## src/rtl/rf_pkg.sv

```systemverilog
// Shared types for the accumulator-centred register file: opcodes and
// sequencer states.
package rf_pkg;

  typedef enum logic [2:0] {
    NOP      = 3'd0,
    MOV_TO   = 3'd1,
    MOV_FROM = 3'd2,
    SWAP     = 3'd3,
    WR_ALU   = 3'd4,
    WR_LUT   = 3'd5
  } rf_op_e;

  typedef enum logic [1:0] {
    IDLE     = 2'd0,
    LUT_WAIT = 2'd1,
    CLEAR    = 2'd2
  } rf_state_e;

  // Codes 6 and 7 are reserved and must raise op_err when seen in IDLE.
  function automatic logic op_is_legal(input logic [2:0] code);
    return code <= 3'd5;
  endfunction

endpackage

```

## src/rtl/rf_storage.sv

```systemverilog
// 2**D x W register array: port A writes any entry, port B writes only the
// accumulator; three combinational read ports.
module rf_storage #(
  parameter int W   = 8,
  parameter int D   = 4,
  parameter int ACC = 0,
  parameter int SCR = 1
) (
  input  logic         clk,
  input  logic         reset,
  input  logic         we_a_i,
  input  logic [D-1:0] waddr_a_i,
  input  logic [W-1:0] wdata_a_i,
  input  logic         we_b_i,
  input  logic [W-1:0] wdata_b_i,
  input  logic [D-1:0] raddr_i,
  output logic [W-1:0] rd_insn_o,
  output logic [W-1:0] rd_acc_o,
  output logic [W-1:0] rd_scr_o
);

  localparam int          DEPTH   = 2 ** D;
  localparam logic [D-1:0] ACC_IDX = D'(ACC);
  localparam logic [D-1:0] SCR_IDX = D'(SCR);

  logic [W-1:0] mem_q [DEPTH];

  // The two ports never target the same entry in one cycle, so their
  // order here carries no priority meaning.
  always_ff @(posedge clk or posedge reset) begin
    if (reset) begin
      for (int i = 0; i < DEPTH; i++) begin
        mem_q[i] <= '0;
      end
    end else begin
      if (we_a_i) mem_q[waddr_a_i] <= wdata_a_i;
      if (we_b_i) mem_q[ACC_IDX]   <= wdata_b_i;
    end
  end

  assign rd_insn_o = mem_q[raddr_i];
  assign rd_acc_o  = mem_q[ACC_IDX];
  assign rd_scr_o  = mem_q[SCR_IDX];

endmodule

```

## src/rtl/acc_reg_file.sv

```systemverilog
// Accumulator register file: op decode, LUT-load wait state, soft clear
// sequencer and op_err generation around the rf_storage array.
module acc_reg_file
  import rf_pkg::*;
#(
  parameter int W   = 8,
  parameter int D   = 4,
  parameter int ACC = 0,
  parameter int SCR = 1
) (
  input  logic         clk,
  input  logic         reset,
  input  logic [2:0]   op,
  input  logic [D-1:0] addr,
  input  logic [W-1:0] alu_result,
  input  logic         lut_valid,
  input  logic [W-1:0] lut_data,
  input  logic         clr_start,
  output logic [W-1:0] insn_operand,
  output logic [W-1:0] read_a,
  output logic [W-1:0] read_b,
  output logic         stall,
  output logic         clr_busy,
  output logic         op_err
);

  localparam logic [D-1:0] ACC_IDX = D'(ACC);

  rf_state_e    state_q;
  logic [D:0]   cnt_q;
  logic         op_err_q;

  logic         we_a;
  logic [D-1:0] waddr_a;
  logic [W-1:0] wdata_a;
  logic         we_b;
  logic [W-1:0] wdata_b;
  logic         acc_sel;

  assign acc_sel = (addr == ACC_IDX);

  // Moves and swaps that target the accumulator itself are no-ops.
  always_comb begin
    we_a    = 1'b0;
    waddr_a = addr;
    wdata_a = read_a;
    we_b    = 1'b0;
    wdata_b = insn_operand;
    case (state_q)
      IDLE: begin
        if (!clr_start) begin
          case (rf_op_e'(op))
            MOV_TO:   we_a = !acc_sel;
            MOV_FROM: we_b = !acc_sel;
            SWAP: begin
              we_a = !acc_sel;
              we_b = !acc_sel;
            end
            WR_ALU: begin
              we_b    = 1'b1;
              wdata_b = alu_result;
            end
            WR_LUT: begin
              we_b    = lut_valid;
              wdata_b = lut_data;
            end
            default: ;
          endcase
        end
      end
      LUT_WAIT: begin
        we_b    = lut_valid;
        wdata_b = lut_data;
      end
      CLEAR: begin
        we_a    = 1'b1;
        waddr_a = cnt_q[D-1:0];
        wdata_a = '0;
      end
      default: ;
    endcase
  end

  always_ff @(posedge clk or posedge reset) begin
    if (reset) begin
      state_q  <= IDLE;
      cnt_q    <= '0;
      op_err_q <= 1'b0;
    end else begin
      op_err_q <= 1'b0;
      case (state_q)
        IDLE: begin
          if (clr_start) begin
            cnt_q   <= '0;
            state_q <= CLEAR;
          end else begin
            op_err_q <= !op_is_legal(op);
            if (op == WR_LUT && !lut_valid) state_q <= LUT_WAIT;
          end
        end
        LUT_WAIT: begin
          op_err_q <= (op != NOP);
          if (lut_valid) state_q <= IDLE;
        end
        CLEAR: begin
          op_err_q <= (op != NOP);
          cnt_q    <= cnt_q + 1'b1;
          // The MSB cannot set inside a sequence; it only backs up the exit.
          if ((&cnt_q[D-1:0]) || cnt_q[D]) state_q <= IDLE;
        end
        default: state_q <= IDLE;
      endcase
    end
  end

  assign stall    = (state_q != IDLE);
  assign clr_busy = (state_q == CLEAR);
  assign op_err   = op_err_q;

  rf_storage #(
    .W  (W),
    .D  (D),
    .ACC(ACC),
    .SCR(SCR)
  ) u_storage (
    .clk      (clk),
    .reset    (reset),
    .we_a_i   (we_a),
    .waddr_a_i(waddr_a),
    .wdata_a_i(wdata_a),
    .we_b_i   (we_b),
    .wdata_b_i(wdata_b),
    .raddr_i  (addr),
    .rd_insn_o(insn_operand),
    .rd_acc_o (read_a),
    .rd_scr_o (read_b)
  );

endmodule
```

## config.mk

```make
export PLATFORM = sky130hd
export DESIGN_NAME = acc_reg_file
export DESIGN_NICKNAME = d
export VERILOG_FILES = /design/src/rtl/rf_pkg.sv /design/src/rtl/rf_storage.sv /design/src/rtl/acc_reg_file.sv
export SDC_FILE = /design/constraint.sdc
export NUM_CORES = 1
export LEC_CHECK = 0
export CORE_MARGIN = 4
export CORE_UTILIZATION = 60
export CTS_BUF_LIST = sky130_fd_sc_hd__clkbuf_4
export DETAILED_ROUTE_END_ITERATION = 10
export PLACE_DENSITY = 0.87
export SLEW_MARGIN = 10
export SYNTH_ARGS = -nofsm -noshare
export SYNTH_HDL_FRONTEND = slang
export SYNTH_SLANG_ARGS = --single-unit
```

## constraint.sdc

```tcl
create_clock -name clk -period 7.05 [get_ports clk]
set_input_delay 1.0575 -clock clk [delete_from_list [all_inputs] [get_ports clk]]
set_output_delay 1.0575 -clock clk [all_outputs]
set_load 0.005 [all_outputs]
```

==> run summary <==
Status - complete, no violations
Post-synth net total - 549
WL per Instance - 22.4 um
Mapped Area - 6830 um2
Worst Path Arrival - 4.28 ns
Dominant synthesized flop cell - dfrtp_1
Worst hold path startpoint - u_storage.mem_q[39]$_DFFE_PP0P_
CP Launch Type - input pin
Global placement routability congestion - 0.858
Yosys cell types - 45
Cell Rows - 38
Max_slew headroom - 0.172
Synth-to-Final Area Change - 9.98%
TritonRoute pass-1 iters - 6
Fmax - 0.187 GHz
Final Slew Violations - 0
Clock Latency Late Sink - 0.56 ns
Critical path class - in -> out
Post-synth ARST share - 1.00
Post-synthesis compound-gate area fraction - 0.0879
Die Height - 115 um
Critical Path RT - 5.99 ns
Average cell area after synthesis - 13.2 um2
Ant diodes - 0
Htree depth - 4
Crit end category - primary output
R2R Setup Slk - 3.89 ns
Final setup skew - 0.0136 ns
Total die area - 13200 um2
Min-Delay Path Class - reg -> reg
Congestion Overflow GR - 0
Chip Width - 115 um
Area of the core - 11000 um2
FF-to-FF path depth - 6
Initial core utilization - 0.622
Final #Nets - 580
Synth Register Bits - 136
Mux cell area share after synthesis - 0.301
Adder-cell share of the synthesized area - 0.0110
Drt drc - 0
Fin crit share - 0.757
Worst-path clk slew - 0.10 ns
GRT Total Usage - 0.252
RR Endpoint - u_storage.mem_q[9]$_DFFE_PP0P_
Crit path max fanout - 16
Post-detail-place hpwl - 11.2 mm
Routed vias - 4475
Syn Inst Count - 516
Post-route minimum period - 5.33 ns
Yosys warns - 0
Max_cap viols - 0
P_leak - 3.54 nW
Design Power - 2.19 mW
Sequential fraction of the synthesis area - 0.498
Max VDD drop - 0.000220 V
Setup Buffers After CTS - 0
CTS tree - built
CTS Sinks - 136
Clock root cell - clkbuf_4
Post-synthesis simple-gate area fraction - 0.0577
Placed Instance Area - 7300 um2
Number of I/O port buffers - 53
First-pass GRT wire length - 25.4 mm
Vias in the first global route - 4703
Reg2Reg Launch Point - state_q[0]$_DFFE_PP0P_
Final Hold Fails - 0
Num CTS Buffers - 17
Vias/cell - 6.42
Initial antenna violation count - 0
Main combinational cell family by area after synthesis - multiplexers
Final WL - 15.6 mm
CTS resizes - 0
Post-synth EDFFs - 0
Layout cells sized above 1 - 0.329
PD cells - 291 nW/um2
Setup Viol. Count Final - 0
Hold_buf cts - 0
Worst Max-Slew Pin Slew - 1.24 ns
Hold depth - 1
DR iter-0 viols - 493
I/O pins - 54
Unrepaired setup endpoints after global routing - false
Fin Setup TNS - 0 ns
ANT nets after route - 0
Post-route cell area - 7510 um2
Pin count of the biggest net entering global routing - 82
Bufs on Longest Clock Path - 2
Synthesized-area fraction occupied by xor and xnor cells - 0
Hold EP - u_storage.mem_q[39]$_DFFE_PP0P_
==> stage by stage <==
stage          utilization  instances  hold WS (ns)  setup WS (ns)
2_1_floorplan            -        516         0.464           2.35
5_1_grt              0.684        697         0.530           1.58
4_1_cts              0.684        697         0.510           1.74
6_report             0.684        697         0.504           1.72
3_3_place_gp         0.664        668         0.474           1.95
3_5_place_dp         0.664        668         0.485           1.74
==> cells in the final DEF, fill, tap and decap left out, types with 6 or more instances in the layout <==
cell type / Yosys / final
dfrtp_1: 136 / 136
a221o_1: 8 / 8
clkbuf_4: 0 / 17
mux2_2: 119 / 119
o21ai_0: 11 / 11
a221oi_1: 16 / 16
nor2b_1: 12 / 12
clkdlybuf4s50_1: 0 / 52
nand2_2: 7 / 7
mux2i_1: 33 / 33
inv_1: 9 / 8
mux4_2: 16 / 16
o21ai_1: 7 / 7
nor2_1: 22 / 22
ha_1: 6 / 6
nand2_1: 11 / 11
a22oi_1: 17 / 17
==> routing by layer <==
layer / up-vias / GRT usage / routed length (um)
li1: 1972 / - / -
met1: 2312 / 0.341 / 6640
met2: 160 / 0.398 / 7580
met3: 31 / 0.0687 / 1090
met4: 0 / 0.0876 / 272
met5: - / 0 / 0
==> power by group <==
group	switching, mW	internal (mW)	leakage [nW]
Clock	0.271	0.161	0.117
Combinational	0.367	0.342	1.55
Sequential	0.112	0.935	1.87
==> cells in the mapped netlist, drive strengths merged, types with 12 or more instances <==
master	count	area [um2]
a221oi	16	140
a22oi	18	140
buf	31	215
clkbuf	14	52.6
dfrtp	136	3400
mux2	121	1360
mux2i	33	330
mux4	16	360
nand2	18	85.1
nor2	23	88.8
nor2b	12	75.1
o21ai	18	90.1
==> worst max-delay path: stages <==
cell             delay (ns)
clkdlybuf4s50_1        0.71
buf_4                  0.36
nor2_1                 0.88
a221oi_1               0.29
a22oi_1                0.26
o21ai_0                0.18
clkdlybuf4s50_1        0.54
==> worst max-delay path by stage <==
stage          startpoint                    to
3_5_place_dp      addr[1]       insn_operand[4]
4_1_cts           addr[1]       insn_operand[4]
3_3_place_gp      addr[1]       insn_operand[3]
6_report          addr[1]       insn_operand[5]
5_1_grt           addr[1]       insn_operand[5]
2_1_floorplan       reset  cnt_q[0]$_DFFE_PP0P_
==> layout make-up <==
type / instances / area (um2)
Fill cell: 748 / 3470
Tap cell: 140 / 175
Multi-Input combinational cell: 325 / 3120
Sequential cell: 136 / 3400
Clock buffer: 17 / 128
Inverter: 10 / 40.0
Timing Repair Buffer: 57 / 556
Clock inverter: 12 / 88.8
==> state kept, by name, indices dropped and copies added, names as in the netlist <==
signal	flops
u_storage.mem_q	112
u_storage.rd_acc_o	8
u_storage.rd_scr_o	8
cnt_q	5
state_q	2
op_err	1
==> cells by family after synthesis <==
| logic type | Yosys count |
|---|---|
| AOI/OAI and AO/OA | 74 |
| adders and majority gates | 6 |
| and+or+nand+nor | 75 |
| muxes | 170 |
| DFF | 136 |
| buffers and inverters | 55 |
Power figures use the tool's default switching activity.
